===== config.mk =====
export PLATFORM = sky130hd
export DESIGN_NAME = servile_uart_tx_wb
export DESIGN_NICKNAME = d
export VERILOG_FILES = /design/src/rtl/servile_uart_tx_wb.sv
export SDC_FILE = /design/constraint.sdc
export NUM_CORES = 1
export LEC_CHECK = 0
export BUFFER_PORTS_ARGS = -buffer_cell sky130_fd_sc_hd__buf_2
export CORE_AREA = 5 5 125 127
export CTS_CLUSTER_SIZE = 40
export DETAILED_ROUTE_END_ITERATION = 10
export DIE_AREA = 0 0 130 132
export MAX_ROUTING_LAYER = met4
export PLACE_DENSITY = 0.64
export SLEW_MARGIN = 40
export SYNTH_ARGS = -nofsm -noshare
export SYNTH_HDL_FRONTEND = slang
export SYNTH_SLANG_ARGS = --single-unit

===== constraint.sdc =====
create_clock -name i_clk -period 3.8 [get_ports i_clk]
set_clock_uncertainty 0.2 [all_clocks]
set_input_delay 0.57 -clock i_clk [delete_from_list [all_inputs] [get_ports i_clk]]
set_output_delay 0.57 -clock i_clk [all_outputs]
set_load 0.005 [all_outputs]

===== src/rtl/servile_uart_tx_wb.sv =====
// Wishbone UART transmitter for the servile extension bus: TX FIFO, 8N1 serializer, runtime divisor.
// Optional interrupt output and CTRL register at address 3 when SERVILE_UART_TX_IRQ_EN is defined.
module servile_uart_tx_wb #(
   parameter int clk_div    = 868,
   parameter int fifo_depth = 8
)(
   input  logic        i_clk,
   input  logic        i_rst_n,
   input  logic [3:0]  i_wb_adr,
   input  logic [31:0] i_wb_dat,
   input  logic [3:0]  i_wb_sel,
   input  logic        i_wb_we,
   input  logic        i_wb_stb,
   output logic [31:0] o_wb_rdt,
   output logic        o_wb_ack,
   output logic        o_tx
`ifdef SERVILE_UART_TX_IRQ_EN
   ,
   output logic        o_irq
`endif
);

   localparam int AW = (fifo_depth > 1) ? $clog2(fifo_depth) : 1;

   typedef enum logic [1:0] {IDLE, START, DATA, STOP} state_t;

   typedef struct packed {
      logic [1:0]  rsel;
      logic        we;
      logic [31:0] dat;
      logic [3:0]  sel;
   } wb_req_t;

   typedef struct packed {
      logic [15:0] rsvd_hi;
      logic [7:0]  level;
      logic [3:0]  rsvd_lo;
      logic        ovf;
      logic        empty;
      logic        full;
      logic        busy;
   } status_t;

   wb_req_t req;
   logic    acc, wr, rd;
   logic    push_req, push, pop, clr_ovf;

   assign req      = '{rsel: i_wb_adr[3:2], we: i_wb_we, dat: i_wb_dat, sel: i_wb_sel};
   assign acc      = i_wb_stb & ~o_wb_ack;
   assign wr       = acc & req.we;
   assign rd       = acc & ~req.we;
   assign push_req = wr & (req.rsel == 2'd0) & req.sel[0];
   assign clr_ovf  = wr & (req.rsel == 2'd1) & req.sel[0] & req.dat[3];

   // ---------------- TX FIFO ----------------
   logic [7:0]    mem [fifo_depth];
   logic [AW-1:0] wr_ptr, rd_ptr;
   logic [AW:0]   count;
   logic          full, empty, ovf;

   assign full  = (count == (AW+1)'(fifo_depth));
   assign empty = (count == '0);
   // Fullness is judged on the pre-pop level, so a same-cycle pop cannot rescue a push.
   assign push  = push_req & ~full;

   always_ff @(posedge i_clk) begin
      if (push) mem[wr_ptr] <= req.dat[7:0];
   end

   always_ff @(posedge i_clk) begin
      if (!i_rst_n) begin
         wr_ptr <= '0;
         rd_ptr <= '0;
         count  <= '0;
         ovf    <= 1'b0;
      end else begin
         if (push) wr_ptr <= wr_ptr + 1'b1;
         if (pop)  rd_ptr <= rd_ptr + 1'b1;
         case ({push, pop})
            2'b10:   count <= count + 1'b1;
            2'b01:   count <= count - 1'b1;
            default: count <= count;
         endcase
         if (push_req && full) ovf <= 1'b1;
         else if (clr_ovf)     ovf <= 1'b0;
      end
   end

   // ---------------- divisor ----------------
   logic [15:0] divisor, div_eff;

   assign div_eff = (divisor == 16'd0) ? 16'd1 : divisor;

   always_ff @(posedge i_clk) begin
      if (!i_rst_n) begin
         divisor <= 16'(clk_div);
      end else if (wr && req.rsel == 2'd2) begin
         if (req.sel[0]) divisor[7:0]  <= req.dat[7:0];
         if (req.sel[1]) divisor[15:8] <= req.dat[15:8];
      end
   end

   // ---------------- serializer ----------------
   state_t      state, nxt;
   logic [15:0] timer;
   logic [2:0]  idx;
   logic [7:0]  shreg;
   logic        tick, busy, line;

   assign tick = (timer == 16'd0);
   assign busy = (state != IDLE);

   always_ff @(posedge i_clk) begin
      if (!i_rst_n) state <= IDLE;
      else          state <= nxt;
   end

   always_comb begin
      nxt  = state;
      pop  = 1'b0;
      line = 1'b1;
      case (state)
         IDLE: begin
            if (!empty) begin
               pop = 1'b1;
               nxt = START;
            end
         end
         START: begin
            line = 1'b0;
            if (tick) nxt = DATA;
         end
         DATA: begin
            line = shreg[0];
            if (tick && idx == 3'd7) nxt = STOP;
         end
         STOP: begin
            if (tick) begin
               if (!empty) begin
                  pop = 1'b1;
                  nxt = START;
               end else begin
                  nxt = IDLE;
               end
            end
         end
         default: nxt = IDLE;
      endcase
   end

   // The line is registered from the state, so it trails the pop by one clock.
   always_ff @(posedge i_clk) begin
      if (!i_rst_n) begin
         timer <= '0;
         idx   <= '0;
         shreg <= '0;
         o_tx  <= 1'b1;
      end else begin
         o_tx <= line;
         if (pop) begin
            shreg <= mem[rd_ptr];
            timer <= div_eff;
            idx   <= '0;
         end else if (busy) begin
            timer <= tick ? div_eff : timer - 16'd1;
            if (state == DATA && tick) begin
               shreg <= {1'b0, shreg[7:1]};
               idx   <= idx + 3'd1;
            end
         end
      end
   end

   // ---------------- optional interrupt ----------------
   logic ien;
`ifdef SERVILE_UART_TX_IRQ_EN
   always_ff @(posedge i_clk) begin
      if (!i_rst_n) begin
         ien   <= 1'b0;
         o_irq <= 1'b0;
      end else begin
         if (wr && req.rsel == 2'd3 && req.sel[0]) ien <= req.dat[0];
         o_irq <= ien & empty & ~busy;
      end
   end
`else
   assign ien = 1'b0;
`endif

   // ---------------- bus response ----------------
   status_t     status;
   logic [31:0] rmux;

   always_comb begin
      status         = '0;
      status.level   = 8'(count);
      status.ovf     = ovf;
      status.empty   = empty;
      status.full    = full;
      status.busy    = busy;
      rmux           = 32'd0;
      case (req.rsel)
         2'd1:    rmux = status;
         2'd2:    rmux = {16'd0, divisor};
         2'd3:    rmux = {31'd0, ien};
         default: rmux = 32'd0;
      endcase
   end

   always_ff @(posedge i_clk) begin
      if (!i_rst_n) begin
         o_wb_ack <= 1'b0;
         o_wb_rdt <= 32'd0;
      end else begin
         o_wb_ack <= acc;
         o_wb_rdt <= rd ? rmux : 32'd0;
      end
   end

   logic unused_ok;
   assign unused_ok = ^{i_wb_adr[1:0], i_wb_dat[31:16], i_wb_sel[3:2]};

endmodule


==> key figures <==
Timing
  – Max-Slew Margin vs Limit: 0.5117
  – Tcrit/Tclk final: 0.8341
  – # setup viols final: 0
  – Fmax: 315.5 MHz
  – Worst-margin pin slew: 0.7315 ns
  – Final hold vios: 0
  – Unrepaired setup endpoints after global routing: false
  – Max Slew Vio Count: 0
  – Minimum clock period: 3.170 ns
  – Setup TNS Final: 0 ns

Final layout
  – Final Non-Filler Cells: 793
  – Fin nets: roughly 660
  – Fillers: 1,274
  – Layout cells sized above 1: 0.2039
  – Area delta synth->final: 15.12%

Clock tree
  – Clk buf depth: 2
  – TritonCTS clock tree: built
  – Clock latency on the worst-skew pair: 0.42 ns
  – CTS Buf Count: 17
  – Postcts setup bufs: 0
  – CTS Sinks: approximately 140
  – Post-cts gate resize count: 0
  – H-Tree Depth: 4
  – CTS Root Cell: clkbuf_16
  – Reg clk slew, reported paths: 0.06 ns
  – Hold-fix buffers, CTS: 0

Pwr
  – Clock share of power: 0.315
  – Total internal power: ~3.3 mW
  – Switching share of power: 0.3367
  – PwrDens: about 700 nW/um^2
  – Leak: 2.645 nW
  – Sequential Power Share: 0.365
  – Comb pwr share: 0.320
  – Max VDD drop: 0.2900 mV
  – Switching power: 1.694 mW

Run status
  – Outcome: completed

Critical path
  – CP Capture Type: flop
  – CP Class: flop to flop
  – Crit-path cells: inv_1, ha_1, nor4b_1, and4_1, a31oi_2, inv_1, ha_1, xor2_1, ha_1, a21oi_1, xor2_1, or3_1, a21oi_1
  – CP max-delay cell: dfxtp_1
  – Crit path largest cell delay: 0.36 ns
  – FF-to-FF path depth: 13
  – Most frequent CP cell: ha_1
  – CP max FO: 6
  – CP arrival: 3.32 ns
  – CP startpoint kind: flop
  – Data required, critical path: 3.95 ns

Synth
  – Synthesized area per cell: 11.41 um^2
  – Asr flop ratio synth: 0
  – Register area share after synthesis: 0.5527
  – Syn Std Cell Area: 6266 um^2
  – Yosys top cell by area: edfxtp_1
  – EDFF count, synth: 64
  – Synth top area cells: edfxtp_1 31%, dfxtp_1 25%, mux4_2 5.8%, nand2_1 3.4%, ha_1 3.2%
  – Register bit total from synthesis: 141
  – Synthesized instance count: ~550
  – Yosys warning total: 0
  – Post-synth top flop: dfxtp_1
  – Netlist cell types: between 60 and 70
  – Post-synth top area share: 0.3067

Placed design
  – Detail Placement HPWL: ~9600 um
  – GPL Wtd Cong: 0.9369
  – Placed insts: 761
  – # port buffers: 41

Hold path
  – Min-delay worst type: input port to flop
  – Hold path cells: 3

Floorplan
  – Top Ports: roughly 80
  – Die height: ~130 um
  – Die width: 130 um
  – Starting density of the core: 0.4378
  – # rows: 44
  – Die ar.: 17,160 um^2
  – Core area: 14,310 um^2

Global route
  – GRT Total Usage: 0.1733
  – Largest net degree at the start of global routing: 27
  – Initial antenna violation count: 1
  – GRT overflow: 0
  – First-pass GRT wire length: between 20,000 and 25,000 um
  – Vias in the first global route: between 4,000 and 5,000

Route
  – Antenna-violating nets left: 0
  – Avg WL per Cell: around 18 um
  – Routed vias: ~4,400
  – Drc violations: 0
  – Vias per cell: around 5.6
  – DRT Pass-1 Iters: 5
  – Initial DRC Count: around 320
  – Final WL: 13,930 um

Job
  – # Max-Cap Violations: 0
## path summary, 6_finish.rpt
check                   start         end  slack (ns)
setup / recovery     timer[0]    count[2]        0.63
hold / removal    i_wb_dat[9]  divisor[9]        0.18
setup reg to reg     timer[0]    count[2]        0.63
hold reg to reg        idx[2]      idx[2]        0.26
## stage by stage
step / power [mW] / util / setup WS [ns] / cell area [um^2] / hold WS, ns
2_1_floorplan: 3.105 / - / 0.5735 / 6322 / 0.2351
3_5_place_dp: 3.443 / 0.4640 / 0.6518 / 6641 / 0.2578
6_report: 5.032 / 0.5039 / 0.6304 / 7213 / 0.1762
5_1_grt: 5.308 / 0.5039 / 0.4071 / 7213 / 0.1874
4_1_cts: 5.038 / 0.5038 / 0.6419 / 7211 / 0.1625
3_3_place_gp: 3.404 / 0.4640 / 0.6957 / 6641 / 0.2409
## routing by layer
layer,vias up,GRT usage,share of wire
li1,2095,-,-
met1,2157,0.2234,0.44
met2,147,0.2639,0.48
met3,36,0.03039,0.054
met4,0,0.08430,0.025
met5,-,-,0
## worst max-delay path, delay by kind of cell (launching register included)
| family | cells | cell delay, ns |
|---|---|---|
| xor+xnor | 2 | 0.26 |
| buf+inv | 2 | 0.19 |
| flops | 1 | 0.36 |
| compound gates | 3 | 0.63 |
| simple gates | 3 | 0.74 |
| fa+ha+maj | 3 | 0.73 |
## power by group through the flow
| stage | logic [mW] | clock network, mW | registers [mW] |
|---|---|---|---|
| floorplan | 1.29 | 0 | 1.82 |
| global placement | 1.54 | 0 | 1.86 |
| detailed placement | 1.58 | 0 | 1.87 |
| CTS | 1.59 | 1.61 | 1.83 |
| global route | 1.77 | 1.68 | 1.86 |
| finish | 1.61 | 1.59 | 1.84 |
## flip-flops by register name (all words and copies together) (netlist names), named ones only
name	cells
shreg	8
idx	3
state	2
o_wb_ack	1
mem	64
o_wb_rdt	16
count	4
timer	16
rd_ptr	3
divisor	16
ovf	1
wr_ptr	3
o_tx	1
## cells in the final DEF, fill, tap and decap left out, types with 5 or more instances in the layout
master     count
a22oi_1        8
or3_1          5
nor2b_1        8
nor4_1        14
clkbuf_16     17
buf_2         41
nor3_1        11
inv_1         11
nand2_1       57
buf_4         19
nor2_1        39
dfxtp_1       77
mux2i_1       19
nand3_1       13
ha_1          16
o21ai_0       16
a31oi_1       10
xor2_1         6
conb_1        16
and3_1         9
mux2_2         8
mux4_2        16
o21a_1         8
a21oi_1       22
edfxtp_1      64
## kinds of logic (layout without fill, tap and decap cells)
group / Yosys count / in the layout / synth area share
other cells: 1 / 17 / 0.0005985
buf+inv: 60 / 104 / 0.05012
simple gates: 192 / 192 / 0.1615
mux: 43 / 43 / 0.1022
compound gates: 88 / 88 / 0.08966
xor+xnor: 8 / 8 / 0.01118
flops: 141 / 141 / 0.5527
fa+ha+maj: 16 / 16 / 0.03195
## layout make-up
cell class | instances | area [um^2] | area share
sequential | 141 | 3463 | 0.4801
multi-input combinational | 363 | 2551 | 0.3537
clock buffer | 17 | 425.4 | 0.05898
timing repair buffer | 60 | 347.8 | 0.04822
tap | 184 | 230.2 | 0.03192
clock inverter | 14 | 143.9 | 0.01995
inverter | 13 | 48.80 | 0.006765
antenna | 1 | 2.502 | 0.0003469
## synth_stat cells (9+ instances only)
cell and n:
a21oi_1 22, a31oi_1 11, and3_1 9, buf_4 16, clkbuf_1 22, dfxtp_1 77, edfxtp_1 64, ha_1 16
inv_1 12, mux2i_1 19, mux4_2 16, nand2_1 57, nand3_1 13, nor2_1 39, nor3_1 11, nor4_1 14
o21ai_0 16
Power figures use the tool's default switching activity.
